## src/rtl/seven_seg_capture_if.sv

```systemverilog
// Pin-level bundle between a multiplexed 3-digit seven-segment display and its capture block.
// The master drives segments and digit selects; the slave returns the reassembled frame.
interface seven_seg_capture_if;
    logic [6:0] seg;    // {g,f,e,d,c,b,a}
    logic [2:0] ca;     // active-low digit select
    logic [9:0] value;
    logic       valid;
    logic       err;
    logic       ovf;

    modport master (
        output seg, ca,
        input  value, valid, err, ovf
    );

    modport slave (
        input  seg, ca,
        output value, valid, err, ovf
    );
endinterface

```

## src/rtl/seven_seg_capture.sv

```systemverilog
// Captures a multiplexed 3-digit seven-segment scan: debounces each digit dwell,
// decodes segments back to BCD and emits the reassembled binary value once per frame.
module seven_seg_capture #(
    parameter int STABLE_CYCLES  = 16,
    parameter bit SEG_ACTIVE_LOW = 1'b1
) (
    input  logic               clk,
    input  logic               rst,
    seven_seg_capture_if.slave bus
);

    localparam int                CNT_W   = $clog2(STABLE_CYCLES) + 1;
    localparam logic [CNT_W-1:0]  CNT_MAX = CNT_W'(STABLE_CYCLES);

    // {ca, active-high seg}
    logic [9:0]       smp;
    logic [9:0]       smp_next;
    logic [CNT_W-1:0] cnt;

    logic [3:0] ones, tens, hund;
    logic [2:0] mask;           // {hund, tens, ones} captured in this frame
    logic [2:0] bad;

    logic [9:0] value_q;
    logic       valid_q, err_q, ovf_q;

    logic       accept;
    logic [2:0] pos_sel;
    logic [2:0] acc;
    logic [3:0] dec_digit;
    logic       dec_bad;
    logic       complete;
    logic [2:0] mask_base, bad_base;
    logic [9:0] frame_sum;
    logic [9:0] h10, t10, o10;

    assign smp_next = {bus.ca, (SEG_ACTIVE_LOW ? ~bus.seg : bus.seg)};

    // The sample being loaded equals the held one and the count is one short of
    // saturation: this is the single edge on which cnt reaches STABLE_CYCLES.
    assign accept   = (smp_next == smp) && (cnt == CNT_MAX - 1'b1);
    assign complete = (mask == 3'b111);

    // NOTE: combinational blocks assign every output a default first so no latch is inferred.
    always_comb begin
        pos_sel = 3'b000;
        unique case (smp[9:7])
            3'b110:  pos_sel = 3'b001;
            3'b101:  pos_sel = 3'b010;
            3'b011:  pos_sel = 3'b100;
            default: pos_sel = 3'b000;
        endcase
    end

    always_comb begin
        dec_digit = 4'd0;
        dec_bad   = 1'b0;
        case (smp[6:0])
            7'h3F:   dec_digit = 4'd0;
            7'h06:   dec_digit = 4'd1;
            7'h5B:   dec_digit = 4'd2;
            7'h4F:   dec_digit = 4'd3;
            7'h66:   dec_digit = 4'd4;
            7'h6D:   dec_digit = 4'd5;
            7'h7D:   dec_digit = 4'd6;
            7'h07:   dec_digit = 4'd7;
            7'h7F:   dec_digit = 4'd8;
            7'h6F:   dec_digit = 4'd9;
            default: dec_bad   = 1'b1;
        endcase
    end

    assign acc = accept ? pos_sel : 3'b000;

    // A completing frame hands its mask/bad state over to the next frame on the same
    // edge, so an acceptance coinciding with completion seeds the new frame.
    assign mask_base = complete ? 3'b000 : mask;
    assign bad_base  = complete ? 3'b000 : bad;

    assign h10 = {6'd0, hund};
    assign t10 = {6'd0, tens};
    assign o10 = {6'd0, ones};
    assign frame_sum = (h10 << 6) + (h10 << 5) + (h10 << 2)
                     + (t10 << 3) + (t10 << 1) + o10;

    // NOTE: sequential state uses non-blocking assignments so every register sees pre-edge values.
    always_ff @(posedge clk) begin
        if (rst) begin
            smp     <= '0;
            cnt     <= '0;
            ones    <= '0;
            tens    <= '0;
            hund    <= '0;
            mask    <= '0;
            bad     <= '0;
            value_q <= '0;
            valid_q <= 1'b0;
            err_q   <= 1'b0;
            ovf_q   <= 1'b0;
        end else begin
            smp <= smp_next;
            if (smp_next != smp)
                cnt <= '0;
            else if (cnt != CNT_MAX)
                cnt <= cnt + 1'b1;

            if (acc[0]) ones <= dec_digit;
            if (acc[1]) tens <= dec_digit;
            if (acc[2]) hund <= dec_digit;

            mask    <= mask_base | acc;
            bad     <= (bad_base & ~acc) | (acc & {3{dec_bad}});
            valid_q <= complete;

            if (complete) begin
                value_q <= frame_sum;
                err_q   <= |bad;
                ovf_q   <= (frame_sum > 10'd255);
            end
        end
    end

    assign bus.value = value_q;
    assign bus.valid = valid_q;
    assign bus.err   = err_q;
    assign bus.ovf   = ovf_q;

endmodule

```

## src/flat_wrapper.sv

```systemverilog
// flat-port wrapper written by rule: the top's interface ports become plain ports
module seven_seg_capture_flat 
#(
    parameter int STABLE_CYCLES  = 16,
    parameter bit SEG_ACTIVE_LOW = 1'b1
)
  (clk, rst, bus_seg, bus_ca, bus_value, bus_valid, bus_err, bus_ovf);
  seven_seg_capture_if bus_i ();
  input  logic clk;
  input  logic rst;
  input wire logic [$bits(bus_i.seg)-1:0] bus_seg;
  input wire logic [$bits(bus_i.ca)-1:0] bus_ca;
  output wire logic [$bits(bus_i.value)-1:0] bus_value;
  output wire logic [$bits(bus_i.valid)-1:0] bus_valid;
  output wire logic [$bits(bus_i.err)-1:0] bus_err;
  output wire logic [$bits(bus_i.ovf)-1:0] bus_ovf;
  assign bus_i.seg = bus_seg;
  assign bus_i.ca = bus_ca;
  assign bus_value = bus_i.value;
  assign bus_valid = bus_i.valid;
  assign bus_err = bus_i.err;
  assign bus_ovf = bus_i.ovf;
  seven_seg_capture #(.STABLE_CYCLES(STABLE_CYCLES), .SEG_ACTIVE_LOW(SEG_ACTIVE_LOW)) u_core (.clk(clk), .rst(rst), .bus(bus_i));
endmodule
```

## config.mk

```make
export PLATFORM = sky130hd
export DESIGN_NAME = seven_seg_capture_flat
export DESIGN_NICKNAME = d
export VERILOG_FILES = /design/src/rtl/seven_seg_capture_if.sv /design/src/rtl/seven_seg_capture.sv /design/src/flat_wrapper.sv
export SDC_FILE = /design/constraint.sdc
export NUM_CORES = 1
export LEC_CHECK = 0
export CORE_ASPECT_RATIO = 0.75
export CORE_UTILIZATION = 24
export DETAILED_ROUTE_END_ITERATION = 10
export SLEW_MARGIN = 40
export SYNTH_ARGS = -nofsm -noshare
export SYNTH_HDL_FRONTEND = slang
export SYNTH_SLANG_ARGS = --single-unit
export TNS_END_PERCENT = 10
```

## constraint.sdc

```tcl
create_clock -name clk -period 3.3 [get_ports clk]
set_input_delay 0.495 -clock clk [delete_from_list [all_inputs] [get_ports clk]]
set_output_delay 0.495 -clock clk [all_outputs]
set_load 0.01 [all_outputs]
```

==> impl_metrics.ini, run 1 <==
[global_route]
grt_pass1_vias = 1915
antenna_found_initial = 0
grt_overflow_total = 0
grt_pass1_wl_um = 8990
gr-usage-all-layers = 0.101
grt_max_degree = 42

[worst_hold_path]
holdCritPathClass = reg2reg

[logic_synthesis]
async_flop_share = 0
synth-edff-count = 0
netlist_top_cells_area = dfxtp_1 36%, ha_1 8.9%, fa_1 5.5%
synth-seq-cells = 46
yosys-top-cells-count = 46 x dfxtp_1, 34 x nor2_1, 22 x inv_1
synth_top_area_frac = 0.363
netlist_area_mm2 = 0.00254
synth.most_common_cell = dfxtp_1
synth-main-ff-cell = dfxtp_1
ys_seq_area_frac = 0.363
avgSynthCellArea_um2 = 9.19
synthesis.nets = 313
synth_cell_types = 44
yosys_warnings = 0
yosysTopAreaCell = dfxtp_1
syn_inst = 276

[clock_network]
htree_levels = 2
clkSinkCount = 46
cts_buffers = 5
cts_tree = done
postCtsHoldBufs = 0
clk_latency_ps = 290
cts_root_buffer = clkbuf_16
clockBufferDepth = 2
clkSlewWorstSetupHoldPaths_ps = 70

[floorplan]
die-area_mm2 = 0.0110
start_util = 0.246
die_h_um = 91.0
die-width_um = 121
fp.coreArea_mm2 = 0.0103
io_pins = 25
row_count = 32

[sta]
finalMaxSlewViolations = 0
fmax_ghz = 0.329
finalSetupViolations = 0
tightest_slew_ps = 660
fin_crit_sh = 0.920
fin_crit_ps = 3040
rsz0062_at_grt = false
setup_tns_ps = 0
hold_viol = 0
clock_skew_ps = 6.85
slew_headroom = 0.559

[worst_setup_path]
start_kind = flip-flop
arrival_ps = 3230
cp-end-kind = flip-flop
crit_top_cell = fa_1
critPathMaxFanout = 4
crit_type = reg2reg
slowest_delay_ps = 530
path_cells = fa_1 -> fa_1 -> ha_1 -> inv_1 -> fa_1 -> nand2b_1 -> a21o_1 -> a21oi_1 -> o211ai_1 -> a211oi_1
crit_path_top_delay_cell = fa_1
required_ps = 3490

[placement]
port_buffers = 24
place_inst = 425
hpwl_um = 3770
routabilityCongestion = 0.814

[routing]
routed_via_density = 4.47
first_pass_iters = 5
routedWlPerCell_um = 11.8
wl_um = 5120
ant_nets = 0
remaining_drc_errors = 0
vias = 1934
drt_iter0_markers = 117

[final_layout]
diodes = 0
final_cells = 433
nets = 333
area_growth_pct = 20.6
register_area_um2 = 922
nFillCells = 1053
multi_input_area_mm2 = 0.00148
layout-drive-gt1-share = 0.0606

[power_and_ir_drop]
irDropWorstVdd_uv = 166
power.density_mw_per_mm2 = 376
power.leakage_nw = 1.18
power_w = 0.00115

[run]
cap_violations = 0

[outcome]
status = finished, final reports clean
## flip-flops by register name, indices dropped and copies added, names as in the netlist
name,cells
u_core.bus.ovf,1
u_core.cnt,5
u_core.smp,10
u_core.hund,4
u_core.mask,3
u_core.bus.value,10
u_core.ones,4
u_core.tens,4
u_core.bus.valid,1
u_core.bad,3
u_core.bus.err,1
## final timing paths
path,from,to,slack (ps),cells past startpoint
setup / recovery,u_core.hund[1],u_core.bus.value[9],260,10
hold / removal,u_core.bus.value[3],u_core.bus.value[3],450,2
setup reg to reg,u_core.hund[1],u_core.bus.value[9],260,10
hold reg to reg,u_core.bus.value[3],u_core.bus.value[3],450,2
## area by class of cell
cell class              instances  share of cell area
well taps                     136              0.0556
inverters                      22              0.0270
clock inverters                 2             0.00409
multi-input cells             196               0.485
clock buffers                   6              0.0454
repair buffers                 25              0.0810
flip-flops and latches         46               0.302
## metal layers
metal	GRT usage	share of wire
met4	0.0267	0.0033
met2	0.156	0.46
met1	0.138	0.50
met5	0	0
met3	0.0276	0.037
## layout by cell type (no fill, tap or decap), types with 2 or more instances in the layout
cell type,count
dfxtp_1,45
nor2_1,34
clkdlybuf4s50_1,24
inv_1,22
nand2_1,18
ha_1,18
a21oi_1,17
mux2i_1,13
nand3_1,11
xor2_1,8
fa_1,7
o21ai_0,6
nor3_1,5
xnor2_1,5
clkbuf_16,5
nand2b_1,4
nor2b_1,4
and3_1,3
a21o_1,3
o211ai_1,3
a211oi_1,3
nand4b_1,3
nor4_4,3
nand3b_1,3
or4b_1,2
nor3b_1,2
or2b_1,2
o22ai_1,2
a211o_1,2
## per-stage QoR
stage | hold WS [ps] | util | cell area (um2) | setup WS [ps]
floorplan | 431 | - | 2540 | 490
global placement | 445 | 0.282 | 2910 | 403
detailed placement | 450 | 0.282 | 2910 | 285
CTS | 458 | 0.297 | 3060 | 232
global route | 474 | 0.297 | 3060 | 23.6
finish | 453 | 0.297 | 3060 | 263
## worst max-delay path: cells and delay by family (launching register included)
family | cells | cell delay (ps)
AOI/OAI and AO/OA | 4 | 750
adders and majority gates | 4 | 1600
buffers and inverters | 1 | 60
DFF | 1 | 350
and+or+nand+nor | 1 | 190
## kinds of logic (layout without fill, tap and decap cells)
logic type	after synthesis	after routing	share of synthesized area
flip-flops	46	46	0.363
buffers and inverters	34	55	0.0518
AND/OR/NAND/NOR	102	102	0.232
multiplexers	13	13	0.0513
adder cells (fa/ha/maj)	25	25	0.144
XOR/XNOR	15	15	0.0577
AO/OA/AOI/OAI	41	41	0.0997
## where the power goes
part           switching (W)  internal (W)  total (W)
Combinational      0.0000320     0.0000277  0.0000597
Clock               0.000215      0.000300   0.000515
Sequential         0.0000122      0.000562   0.000574
## timing repair
| action | 4_1_cts | 5_1_grt |
|---|---|---|
| endpoints found under the setup margin | 0 | 1 |
| buffers inserted | 0 | 0 |
| resized for setup | 0 | 1 |
Power figures use the tool's default switching activity.
==> inputs of run 2 (changes only) <==
--- a/config.mk
+++ b/config.mk
@@ -8,7 +8,8 @@
 export CORE_ASPECT_RATIO = 0.75
 export CORE_UTILIZATION = 24
 export DETAILED_ROUTE_END_ITERATION = 10
-export SLEW_MARGIN = 40
+export GPL_TIMING_DRIVEN = 1
+export SLEW_MARGIN = 0
 export SYNTH_ARGS = -nofsm -noshare
 export SYNTH_HDL_FRONTEND = slang
 export SYNTH_SLANG_ARGS = --single-unit
==> results of run 2 <==
The final DEF is identical to that of run 1; final timing and power are the same.
==> inputs of run 3 (changes only) <==
--- a/config.mk
+++ b/config.mk
@@ -8,6 +8,7 @@
 export CORE_ASPECT_RATIO = 0.75
 export CORE_UTILIZATION = 24
 export DETAILED_ROUTE_END_ITERATION = 10
+export GPL_ROUTABILITY_DRIVEN = 0
 export GPL_TIMING_DRIVEN = 1
 export SLEW_MARGIN = 0
 export SYNTH_ARGS = -nofsm -noshare
==> results of run 3 <==
The final DEF is identical to that of run 1; final timing and power are the same.
